`config.mk`:
```
export PLATFORM = sky130hd
export DESIGN_NAME = uart_tx_flat
export DESIGN_NICKNAME = d
export VERILOG_FILES = /design/src/rtl/uart_pkg.sv /design/src/rtl/uart_tx_if.sv /design/src/rtl/uart_baud_tick.sv /design/src/rtl/uart_tx.sv /design/src/flat_wrapper.sv
export SDC_FILE = /design/constraint.sdc
export NUM_CORES = 1
export LEC_CHECK = 0
export CORE_MARGIN = 3
export CORE_UTILIZATION = 31
export CTS_CLUSTER_DIAMETER = 50
export DETAILED_ROUTE_END_ITERATION = 16
export HOLD_SLACK_MARGIN = 0.08
export MAX_ROUTING_LAYER = met4
export PLACE_DENSITY_LB_ADDON = 0.12
export REMOVE_ABC_BUFFERS = 1
export SLEW_MARGIN = 20
export SYNTH_ARGS = -nofsm -noshare
export SYNTH_HDL_FRONTEND = slang
export SYNTH_SLANG_ARGS = --single-unit
```
`constraint.sdc`:
```
create_clock -name clk -period 2.46 [get_ports clk]
set_input_delay 0.369 -clock clk [delete_from_list [all_inputs] [get_ports clk]]
set_output_delay 0.369 -clock clk [all_outputs]
set_load 0.1 [all_outputs]
```
`src/rtl/uart_pkg.sv`:
```
// Shared UART definitions: parity modes, FSM state encoding and baud divisor helper.
// Imported by both the transmitter and the receive-side detector.
package uart_pkg;

  localparam int PARITY_NONE = 0;
  localparam int PARITY_ODD  = 1;
  localparam int PARITY_EVEN = 2;

  typedef enum logic [2:0] {
    ST_IDLE   = 3'd0,
    ST_START  = 3'd1,
    ST_DATA   = 3'd2,
    ST_PARITY = 3'd3,
    ST_STOP   = 3'd4
  } uart_state_e;

  function automatic int clks_per_bit(input int clk_freq, input int baud);
    return clk_freq / baud;
  endfunction

endpackage

```
`src/rtl/uart_tx_if.sv`:
```
// Byte-source side of the UART transmitter.
// Handshake: tx_start acts as valid and ~tx_busy as ready; a byte is taken on the edge where both
// hold, plus the frame-end edge (tx_done) so a held tx_start chains frames with no idle bit time.
interface uart_tx_if #(
  parameter int DATA_BITS = 8
);
  logic                 tx_start;
  logic [DATA_BITS-1:0] tx_data;
  logic                 tx;
  logic                 tx_busy;
  logic                 tx_done;

  modport master (output tx_start, output tx_data, input tx, input tx_busy, input tx_done);
  modport slave  (input tx_start, input tx_data, output tx, output tx_busy, output tx_done);
endinterface

```
`src/rtl/uart_baud_tick.sv`:
```
// Free-running bit-time counter: tick on the last clock of each bit, wraps to 0 by itself.
// clr holds the count at 0 so the first bit after an idle period gets a full bit time.
module uart_baud_tick #(
  parameter int CLKS_PER_BIT = 434
) (
  input  logic clk,
  input  logic rst,
  input  logic clr,
  output logic tick
);
  localparam int CW = (CLKS_PER_BIT > 1) ? $clog2(CLKS_PER_BIT) : 1;
  localparam logic [CW-1:0] LAST = CW'(CLKS_PER_BIT - 1);

  logic [CW-1:0] cnt_q, cnt_d;

  assign tick = (cnt_q == LAST);

  always_comb begin
    cnt_d = cnt_q + CW'(1);
    if (clr || tick) cnt_d = '0;
  end

  always_ff @(posedge clk) begin
    if (rst) cnt_q <= '0;
    else     cnt_q <= cnt_d;
  end
endmodule

```
`src/rtl/uart_tx.sv`:
```
// UART transmitter: start bit, LSB-first data, optional parity, 1-2 stop bits on an idle-high line.
// tx is registered and driven from the next state, so it changes on the same edge as the state.
module uart_tx
  import uart_pkg::*;
#(
  parameter int CLK_FREQ  = 50_000_000,
  parameter int BAUD      = 115200,
  parameter int DATA_BITS = 8,
  parameter int PARITY    = 0,
  parameter int STOP_BITS = 1
) (
  input  logic        clk,
  input  logic        rst,
  uart_tx_if.slave    bus,
  output uart_state_e dbg_state
);
  localparam int CPB = clks_per_bit(CLK_FREQ, BAUD);
  localparam int BW  = $clog2(DATA_BITS + 1);
  localparam logic [BW-1:0] LAST_DATA = BW'(DATA_BITS - 1);
  localparam logic [BW-1:0] LAST_STOP = BW'(STOP_BITS - 1);

  uart_state_e          state_q, state_d;
  logic [DATA_BITS-1:0] shift_q, shift_d;
  logic [BW-1:0]        bit_q, bit_d;
  logic                 par_q, par_d;
  logic                 tx_q, tx_d;
  logic                 done_q, done_d;
  logic                 accept;
  logic                 tick;

  uart_baud_tick #(.CLKS_PER_BIT(CPB)) u_baud (
    .clk  (clk),
    .rst  (rst),
    .clr  (state_q == ST_IDLE),
    .tick (tick)
  );

  always_comb begin
    state_d = state_q;
    shift_d = shift_q;
    bit_d   = bit_q;
    par_d   = par_q;
    done_d  = 1'b0;
    accept  = 1'b0;
    tx_d    = 1'b1;

    case (state_q)
      ST_IDLE:  accept = bus.tx_start;
      ST_START: if (tick) begin
        state_d = ST_DATA;
        bit_d   = '0;
      end
      ST_DATA: if (tick) begin
        if (bit_q == LAST_DATA) begin
          state_d = (PARITY != PARITY_NONE) ? ST_PARITY : ST_STOP;
          bit_d   = '0;
        end else begin
          bit_d   = bit_q + BW'(1);
          shift_d = shift_q >> 1;
        end
      end
      ST_PARITY: if (tick) state_d = ST_STOP;
      ST_STOP: if (tick) begin
        if (bit_q == LAST_STOP) begin
          // Frame end is also an accept point so back-to-back frames have no idle gap.
          state_d = ST_IDLE;
          done_d  = 1'b1;
          accept  = bus.tx_start;
        end else begin
          bit_d = bit_q + BW'(1);
        end
      end
      default: state_d = ST_IDLE;
    endcase

    if (accept) begin
      state_d = ST_START;
      shift_d = bus.tx_data;
      bit_d   = '0;
      par_d   = (PARITY == PARITY_ODD) ? ~^bus.tx_data : ^bus.tx_data;
    end

    case (state_d)
      ST_START:  tx_d = 1'b0;
      ST_DATA:   tx_d = shift_d[0];
      ST_PARITY: tx_d = par_q;
      default:   tx_d = 1'b1;
    endcase
  end

  always_ff @(posedge clk) begin
    if (rst) begin
      state_q <= ST_IDLE;
      shift_q <= '0;
      bit_q   <= '0;
      par_q   <= 1'b0;
      tx_q    <= 1'b1;
      done_q  <= 1'b0;
    end else begin
      state_q <= state_d;
      shift_q <= shift_d;
      bit_q   <= bit_d;
      par_q   <= par_d;
      tx_q    <= tx_d;
      done_q  <= done_d;
    end
  end

  assign bus.tx      = tx_q;
  assign bus.tx_busy = (state_q != ST_IDLE);
  assign bus.tx_done = done_q;
  assign dbg_state   = state_q;
endmodule

```
`src/flat_wrapper.sv`:
```
// flat-port wrapper written by rule: the top's interface ports become plain ports
module uart_tx_flat import uart_pkg::*;
#(
  parameter int CLK_FREQ  = 50_000_000,
  parameter int BAUD      = 115200,
  parameter int DATA_BITS = 8,
  parameter int PARITY    = 0,
  parameter int STOP_BITS = 1
)
  (clk, rst, dbg_state, bus_tx_start, bus_tx_data, bus_tx, bus_tx_busy, bus_tx_done);
  uart_tx_if #(.DATA_BITS(DATA_BITS)) bus_i ();
  input  logic clk;
  input  logic rst;
  output uart_state_e dbg_state;
  input wire logic [$bits(bus_i.tx_start)-1:0] bus_tx_start;
  input wire logic [$bits(bus_i.tx_data)-1:0] bus_tx_data;
  output wire logic [$bits(bus_i.tx)-1:0] bus_tx;
  output wire logic [$bits(bus_i.tx_busy)-1:0] bus_tx_busy;
  output wire logic [$bits(bus_i.tx_done)-1:0] bus_tx_done;
  assign bus_i.tx_start = bus_tx_start;
  assign bus_i.tx_data = bus_tx_data;
  assign bus_tx = bus_i.tx;
  assign bus_tx_busy = bus_i.tx_busy;
  assign bus_tx_done = bus_i.tx_done;
  uart_tx #(.CLK_FREQ(CLK_FREQ), .BAUD(BAUD), .DATA_BITS(DATA_BITS), .PARITY(PARITY), .STOP_BITS(STOP_BITS)) u_core (.clk(clk), .rst(rst), .bus(bus_i), .dbg_state(dbg_state));
endmodule
```
==> impl_metrics.ini, run 1 <==
[synthesis]
synth.area.top_cells = dfxtp_1, xnor2_1, nor2_1
syn_area_mm2 = 0.00141
synth_top_area_cell = dfxtp_1
ys.flop_type = dfxtp_1
yosysSeqAreaShare_pct = 38.3
syn_avg_cell_area_um2 = 8.55
async_reset_ff_share_pct = 0
ys_ff_latch = 27
ys_warn_count = 0
yosys.cell_types.count = 39
postSynthCellCount = 165
synth_edf_count = 0
synth_top_area_share_pct = 38.3

[cells_and_area]
nets = 198
final_area_mm2 = 0.00166
final_layout_size_suffix_gt1_share_pct = 9.89
fill_cells = 437
layout_commonest_cell = dfxtp_1
antenna_cells = 0
final_core_util_pct = 39.4
final_cell_mix = dfxtp_1, nor2_1, nand3_1, nand2_1, xnor2_1
instances_no_fill = 232
syn_to_final_growth_pct = 17.5

[pwr]
peakVddDrop_mv = 0.287
power.leakage_uw = 0.000595
p_per_area_mw_per_mm2 = 516

[die]
num_rows = 23
dieArea_mm2 = 0.00539
die_h_um = 73.4
io_pins = 17
start_util_pct = 33.6
coreArea_mm2 = 0.00420
die_w_um = 73.4

[timing]
hold_slack_ns = 0.471
fin_crit_sh_pct = 86.3
slew_headroom_pct = 59.6
maxSlewViolCount = 0
hold_viol = 0
max_freq_mhz = 471
period_minus_slack_ns = 2.12
clock_skew_ns = 0.0139
finalSetupViolations = 0
worst_pin_slew_ns = 0.604
rsz0062_at_grt = false

[cts]
cts_tree = built
cts_sinks = 27
cts_root_buffer = clkbuf_8
cts_max_path_buffers = 2
cts_resized = 0
clkTransAtPathRegs_ns = 0.10
hold_buffers = 0
insertion_delay_ns = 0.28
numCtsBuffers = 3
htree_levels = 1
post_cts_buffers = 0

[detailed_routing]
antenna_left = 0
vias = 1211
drtPass1Iterations = 4
drt_iter0_drc = 82
finalWirelength_mm = 3.09
via_per_inst = 5.22
drc = 0
wire_per_inst_um = 13.3

[setup_path]
r2r-start = u_core.u_baud.cnt_q[0]
crit_path_max_incr_delay_ns = 0.61
path_cells = ha_1 > and4_1 > nand2_2 > or4_4 > a2111oi_4 > o211ai_1
crit_path_start_kind = register
end_kind = register
crit_buf_inv = 0
critPathSlowestCell = or4_4
path_max_fanout = 9
critPathTopFamily = simple AND/OR/NAND/NOR gates
critPathKind = register to register
startpoint = u_core.u_baud.cnt_q[0]
cp.arrival_ns = 2.29
worstPathRequired_ns = 2.63

[grt]
grt_pass1_wl_mm = 5.22
track_usage_pct = 12.4
overflow = 0
grt_pass1_vias = 1117
grt_max_degree = 17
antenna_found_initial = 0

[hold_path]
hold_class = register to register
min_from = u_core.u_baud.cnt_q[0]

[placed_design]
dp_hpwl_mm = 2.31
numPortBuffers = 16
place_inst = 228
place_area_mm2 = 0.00161
place.gp.congestion = 0.788

[outcome]
status = finished clean

[flow_run]
drv_cap = 0
-- routing by layer --
layer / vias to the layer above / global-route usage [%] / share of wire, %
met1: 565 / 17.0 / 48
met2: 23 / 18.9 / 47
met3: 2 / 2.87 / 3.9
li1: 621 / - / -
met5: - / - / 0
met4: 0 / 2.41 / 0.65
-- layout make-up --
class	instances	area (um^2)	area share (%)
Clock buffer	3	41.3	2.49
Multi-Input combinational cell	126	817	49.3
Sequential cell	27	541	32.6
Inverter	6	22.5	1.36
Tap cell	50	62.6	3.78
Clock inverter	1	5.00	0.302
Timing Repair Buffer	19	168	10.1
-- report_power, final --
part           switching (uW)  leakage (uW)  internal (uW)
sequential               14.2      0.000220            454
combinational            81.0      0.000349           53.5
clock                     138     0.0000255            114
-- cell families after synthesis --
kind of cell               count (synthesis)  share of synthesized area, %
AOI/OAI and AO/OA                         32                          17.0
DFF                                       27                          38.3
xor gates and xnor gates                  14                          8.70
and+or+nand+nor                           76                          28.7
buffers and inverters                     12                          3.73
adders and majority gates                  4                          3.55
-- Yosys cell counts (2+ instances only) --
cell      instances
xor2_1            3
nor2_1           25
ha_1              4
clkbuf_1          4
or3_1             2
and2_1            2
a311oi_1          6
dfxtp_1          27
a21oi_1          10
nand4_1           2
inv_1             6
nand2_1          12
and3_1            4
a211oi_1          3
nor3b_1           2
nor2b_1           3
nand2b_1          3
o21a_1            2
nand3_1          12
o211ai_1          2
xnor2_1          11
o21ai_0           3
-- state kept, by name, indices dropped and copies added, names as in the netlist --
signal,flops
u_core.bit_q,4
u_core.bus.tx,1
u_core.bus.tx_done,1
u_core.dbg_state,3
u_core.par_q,1
u_core.shift_q,8
u_core.u_baud.cnt_q,9
-- metrics by stage --
step / setup TNS (ns) / total power (uW) / setup slack, ns
3_5_place_dp: 0 / 614 / 0.333
5_1_grt: 0 / 900 / 0.162
6_report: 0 / 854 / 0.336
2_1_floorplan: -1.24 / 568 / -0.171
3_3_place_gp: 0 / 613 / 0.370
4_1_cts: 0 / 865 / 0.326
-- worst paths after layout --
kind / to / slack, ns / cells after the start
worst max-delay path: u_core.bus.tx / 0.34 / 6
worst min-delay path: u_core.u_baud.cnt_q[0] / 0.47 / 1
worst max register to register: u_core.bus.tx / 0.34 / 6
worst min register to register: u_core.u_baud.cnt_q[0] / 0.47 / 1
Power figures use the tool's default switching activity.
==> run 2: changes to the inputs <==
--- a/config.mk
+++ b/config.mk
@@ -5,10 +5,12 @@
 export SDC_FILE = /design/constraint.sdc
 export NUM_CORES = 1
 export LEC_CHECK = 0
+export CAP_MARGIN = 20
 export CORE_MARGIN = 3
 export CORE_UTILIZATION = 31
-export CTS_CLUSTER_DIAMETER = 50
+export CTS_CLUSTER_DIAMETER = 40
 export DETAILED_ROUTE_END_ITERATION = 16
+export DONT_BUFFER_PORTS = 1
 export HOLD_SLACK_MARGIN = 0.08
 export MAX_ROUTING_LAYER = met4
 export PLACE_DENSITY_LB_ADDON = 0.12
==> impl_metrics.ini, run 2 (synthesis results as in run 1) <==
[cts]
numCtsBuffers = 3
cts_max_path_buffers = 2
hold_buffers = 0
cts_sinks = 27
cts_resized = 0
insertion_delay_ns = 0.27
clkTransAtPathRegs_ns = 0.09
cts_root_buffer = clkbuf_8
htree_levels = 1
post_cts_buffers = 0
cts_tree = built

[cells_and_area]
regMostFlops = u_core.u_baud.cnt_q
syn_to_final_growth_pct = 9.32
final_core_util_pct = 36.7
final_layout_size_suffix_gt1_share_pct = 9.41
final_area_mm2 = 0.00154
final_cell_mix = dfxtp_1, nor2_1, nand3_1, nand2_1, xnor2_1
antenna_cells = 0
largest_reg_flops = 9
largestRegisters = u_core.u_baud.cnt_q (9), u_core.shift_q (8), u_core.bit_q (4)
layout_commonest_cell = dfxtp_1
nets = 186

[placed_design]
place_area_mm2 = 0.00150
numPortBuffers = 0
place.gp.congestion = 0.850
dp_hpwl_mm = 2.32

[setup_path]
r2r-start = u_core.u_baud.cnt_q[0]
crit_path_start_kind = register
startpoint = u_core.u_baud.cnt_q[0]
critPathKind = register to register
worstPathRequired_ns = 2.62
rr_endpoint = u_core.bus.tx
end_kind = register
path_max_fanout = 14
cp-endpoint = u_core.bus.tx
cp.arrival_ns = 2.31
rrSetupSlack_ns = 0.31
worstRegToRegCells = 6

[pwr]
switching_share_pct = 27.0
p_switching_uw = 225
internal-power_uw = 607
clkPwrFrac_pct = 30.2
power.share.sequential_pct = 56.4
peakVddDrop_mv = 0.233
p_per_area_mw_per_mm2 = 539
power.leakage_uw = 0.000545
combPwrFrac_pct = 13.4

[grt]
overflow = 0
grt_pass1_vias = 1134
track_usage_pct = 12.3
grt_max_degree = 17
antenna_found_initial = 0
grt_pass1_wl_mm = 5.10

[flow_run]
drv_cap = 0

[timing]
clock_skew_ns = 0.00461
worst_pin_slew_ns = 0.630
max_freq_mhz = 465
maxSlewViolCount = 0
period_minus_slack_ns = 2.15
hold_viol = 0
finalSetupViolations = 0
rsz0062_at_grt = false
setup_tns_ns = 0
slew_headroom_pct = 57.8
fin_crit_sh_pct = 87.4

[detailed_routing]
finalWirelength_mm = 3.04
drc = 0
antenna_left = 0
drt_iter0_drc = 56
wire_per_inst_um = 13.8
drtPass1Iterations = 4
vias = 1120
via_per_inst = 5.09

[die]
die_h_um = 73.4
num_rows = 23
start_util_pct = 33.6
coreArea_mm2 = 0.00420
die_w_um = 73.4
io_pins = 17
dieArea_mm2 = 0.00539

[outcome]
status = finished clean

[hold_path]
hold_class = input port to register
run 2: cell type report:
type,instances,area (um^2)
Sequential cell,27,541
Inverter,6,22.5
Clock inverter,1,5.00
Timing Repair Buffer,7,52.6
Fill cell,448,2660
Multi-Input combinational cell,126,817
Clock buffer,3,41.3
Tap cell,50,62.6
run 2: power groups by stage:
stage	combinational, uW	clock [uW]	sequential [uW]
final	112	251	469
after global routing	123	277	472
after CTS	113	262	468
after detailed placement	113	0	478
after global placement	112	0	478
after floorplan	72.6	0	496
run 2: worst min-delay path by stage:
stage                                   to              startpoint  cells past startpoint
finish                   u_core.shift_q[7]                     rst                      1
global route             u_core.shift_q[5]                     rst                      1
CTS                      u_core.shift_q[7]                     rst                      1
detailed placement       u_core.shift_q[1]                     rst                      1
global placement         u_core.shift_q[7]                     rst                      1
floorplan           u_core.u_baud.cnt_q[0]  u_core.u_baud.cnt_q[0]                      1
run 2: metal layers:
layer / vias to the layer above / global-route usage (%) / routed length (um)
met2: 21 / 18.0 / 1340
met3: 2 / 3.97 / 168
met1: 507 / 16.4 / 1520
li1: 590 / - / -
met4: 0 / 2.82 / 17
met5: - / - / 0
run 2: through the flow:
| stage | hold slack, ns | cells | setup WS, ns | total power [uW] |
|---|---|---|---|---|
| after detailed placement | 0.446 | 216 | 0.271 | 591 |
| after CTS | 0.144 | 220 | 0.278 | 843 |
| after global routing | 0.140 | 220 | 0.110 | 872 |
| after floorplan | 0.430 | 159 | -0.171 | 568 |
| after global placement | 0.443 | 216 | 0.369 | 591 |
| final | 0.149 | 220 | 0.311 | 831 |
run 2: worst max-delay path, cell delays in order (launching register included):
cell and delay, ns:
dfxtp_1 0.38, ha_1 0.15, and4_1 0.28, and2_1 0.44, a32oi_1 0.29, a2111oi_4 0.37, o211ai_1 0.13
==> RTL change (flow settings as in run 2) <==
Put one more register stage on the output `dbg_state`. The value now appears one clock later. The other outputs are not delayed to match.
--- a/src/rtl/uart_tx.sv
+++ b/src/rtl/uart_tx.sv
@@ -110,5 +110,7 @@
   assign bus.tx_busy = (state_q != ST_IDLE);
   assign bus.tx_done = done_q;
-  assign dbg_state   = state_q;
+  always_ff @(posedge clk) begin
+    dbg_state <= state_q;
+  end
 endmodule
 
Function: changed (a bounded check fails within 4 cycles, from zero or initial values and one cycle with rst high).
==> RTL change against run 2 <==
Final area increased by 9.3%; count of clock-buffer cells in the layout increased by 4; sequential power increased by 10%; sequential cell count increased by 3; power increased by 20%; sequential share of layout area increased by 0.57 points; routed wire length increased by 2.5%; maximum frequency increased by 5.0%; area after synthesis increased by 8.5%; worst setup slack improved by 0.10 ns; final cell count increased by 7.3%; critical path type unchanged.
==> RTL change: results (changes against run 2) <==
Outcome
  – Status: finished, final reports clean

Global routing
  – Total GRT Usage: 11.9% (-0.39 points)
  – Largest net degree at the start of global routing: 18 (+1)
  – First-pass GRT wire length: 5420 um (+6.4%)
  – Vias in the first global route: 1142 (+0.71%)

Detailed routing
  – Via density: 4.73 (-7.0%)
  – DR iter-0 viols: 84 (+50%)
  – Total wire length: 3120 um (+2.5%)
  – Routed wire length per instance: 13.2 um (-4.4%)
  – Total iterations of the first detailed-routing run: 4 (unchanged)

STA
  – Final setup violation count: 0 (unchanged)
  – Worst Tran Pin Value: 0.504 ns (-0.127 ns)

Placed design
  – DPL Wire Length: 2250 um (-3.3%)
  – Placed cell count: 229 (+6.0%)
  – Gpl congestion: 0.789 (-7.2%)

Synth
  – List of most frequent post-synthesis cells: 30 x dfxtp_1, 24 x nor2_1, 13 x xnor2_1
  – Mapped Cells: 164 (-0.61%)
  – Synth area leaders: dfxtp_1 39%, xnor2_1 7.4%, nor2_1 5.9%, a211oi_1 5.4%, mux2i_1 3.9%
  – Yosys cell types: 48 (+23%)
  – Sequential area share after synthesis: 39.2% (+0.92 points)

Clock tree
  – Post-CTS setup buffer count: 0 (unchanged)
  – Clk pin slew, worst setup/hold paths: 0.06 ns (-0.03 ns)
  – Num CTS Buffers: 5 (+2)
  – Root Buffer: clkbuf_8
  – CTS H-Tree Depth: 2 (+1)

Layout
  – Fill cells: 497 (+11%)
  – Layout cells sized above 1: 15.2% (+5.8 points)

Worst setup path
  – Critical path's slowest cell: dfxtp_1
  – Worst EP arrival: 2.21 ns (-0.10 ns)
  – Crit path max fanout: 11 (-3)
  – Crit path largest cell delay: 0.54 ns (+0.10 ns)
  – Top delay family on crit path: simple AND/OR/NAND/NOR gates

Pwr
  – Maximum VDD drop: 0.000217 V (-6.9%)
  – Leakage: 0.610 nW (+12%)
[RTL change: cell count changes after synthesis, sizes merged, moves of 6 or more]
cell,run 2,this run
mux2i,0,6
a211oi,3,11
a311oi,6,0
nand3,12,5
a21oi,10,3
[RTL change: worst paths after layout]
kind | slack, ns | start | end | cells past startpoint
hold reg to reg | 0.47 | u_core.shift_q[7] | u_core.shift_q[7] | 2
setup / recovery | 0.41 | u_core.state_q[1] | u_core.bus.tx | 5
setup reg to reg | 0.41 | u_core.state_q[1] | u_core.bus.tx | 5
hold / removal | 0.15 | rst | u_core.shift_q[7] | 1
[RTL change: cell families (layout without fill, tap and decap cells)]
family | after synthesis | after routing | share of synthesized area [%]
AND/OR/NAND/NOR | 69 | 69 | 26.3
flip-flops | 30 | 30 | 39.2
AO/OA/AOI/OAI | 26 | 26 | 12.5
XOR/XNOR | 16 | 16 | 9.16
buffers and inverters | 12 | 19 | 4.82
multiplexers | 7 | 7 | 4.66
adder cells (fa/ha/maj) | 4 | 4 | 3.27
[RTL change: cell type report]
class | instances | area share [%]
multi-input combinational | 122 | 50.8
sequential | 30 | 35.6
tap | 65 | 4.83
clock buffer | 7 | 4.53
timing repair buffer | 7 | 3.12
inverter | 5 | 1.11
[RTL change: power breakdown]
group          internal, mW  total, mW  switching, mW
Sequential            0.505      0.518         0.0128
Clock                 0.194      0.367          0.172
Combinational        0.0435      0.116         0.0725
[RTL change: through the flow]
stage | worst slack (ns) | cell area, sq um
after global routing | 0.258 | 1690
after floorplan | 0.557 | 1480
after global placement | 0.452 | 1610
after detailed placement | 0.408 | 1610
after CTS | 0.399 | 1690
final | 0.412 | 1690
[RTL change: routing by layer]
metal / track usage, % / wire length, um
met5: - / 0
met1: 14.7 / 1500
met3: 5.08 / 149
met4: 4.71 / 46
met2: 17.0 / 1430
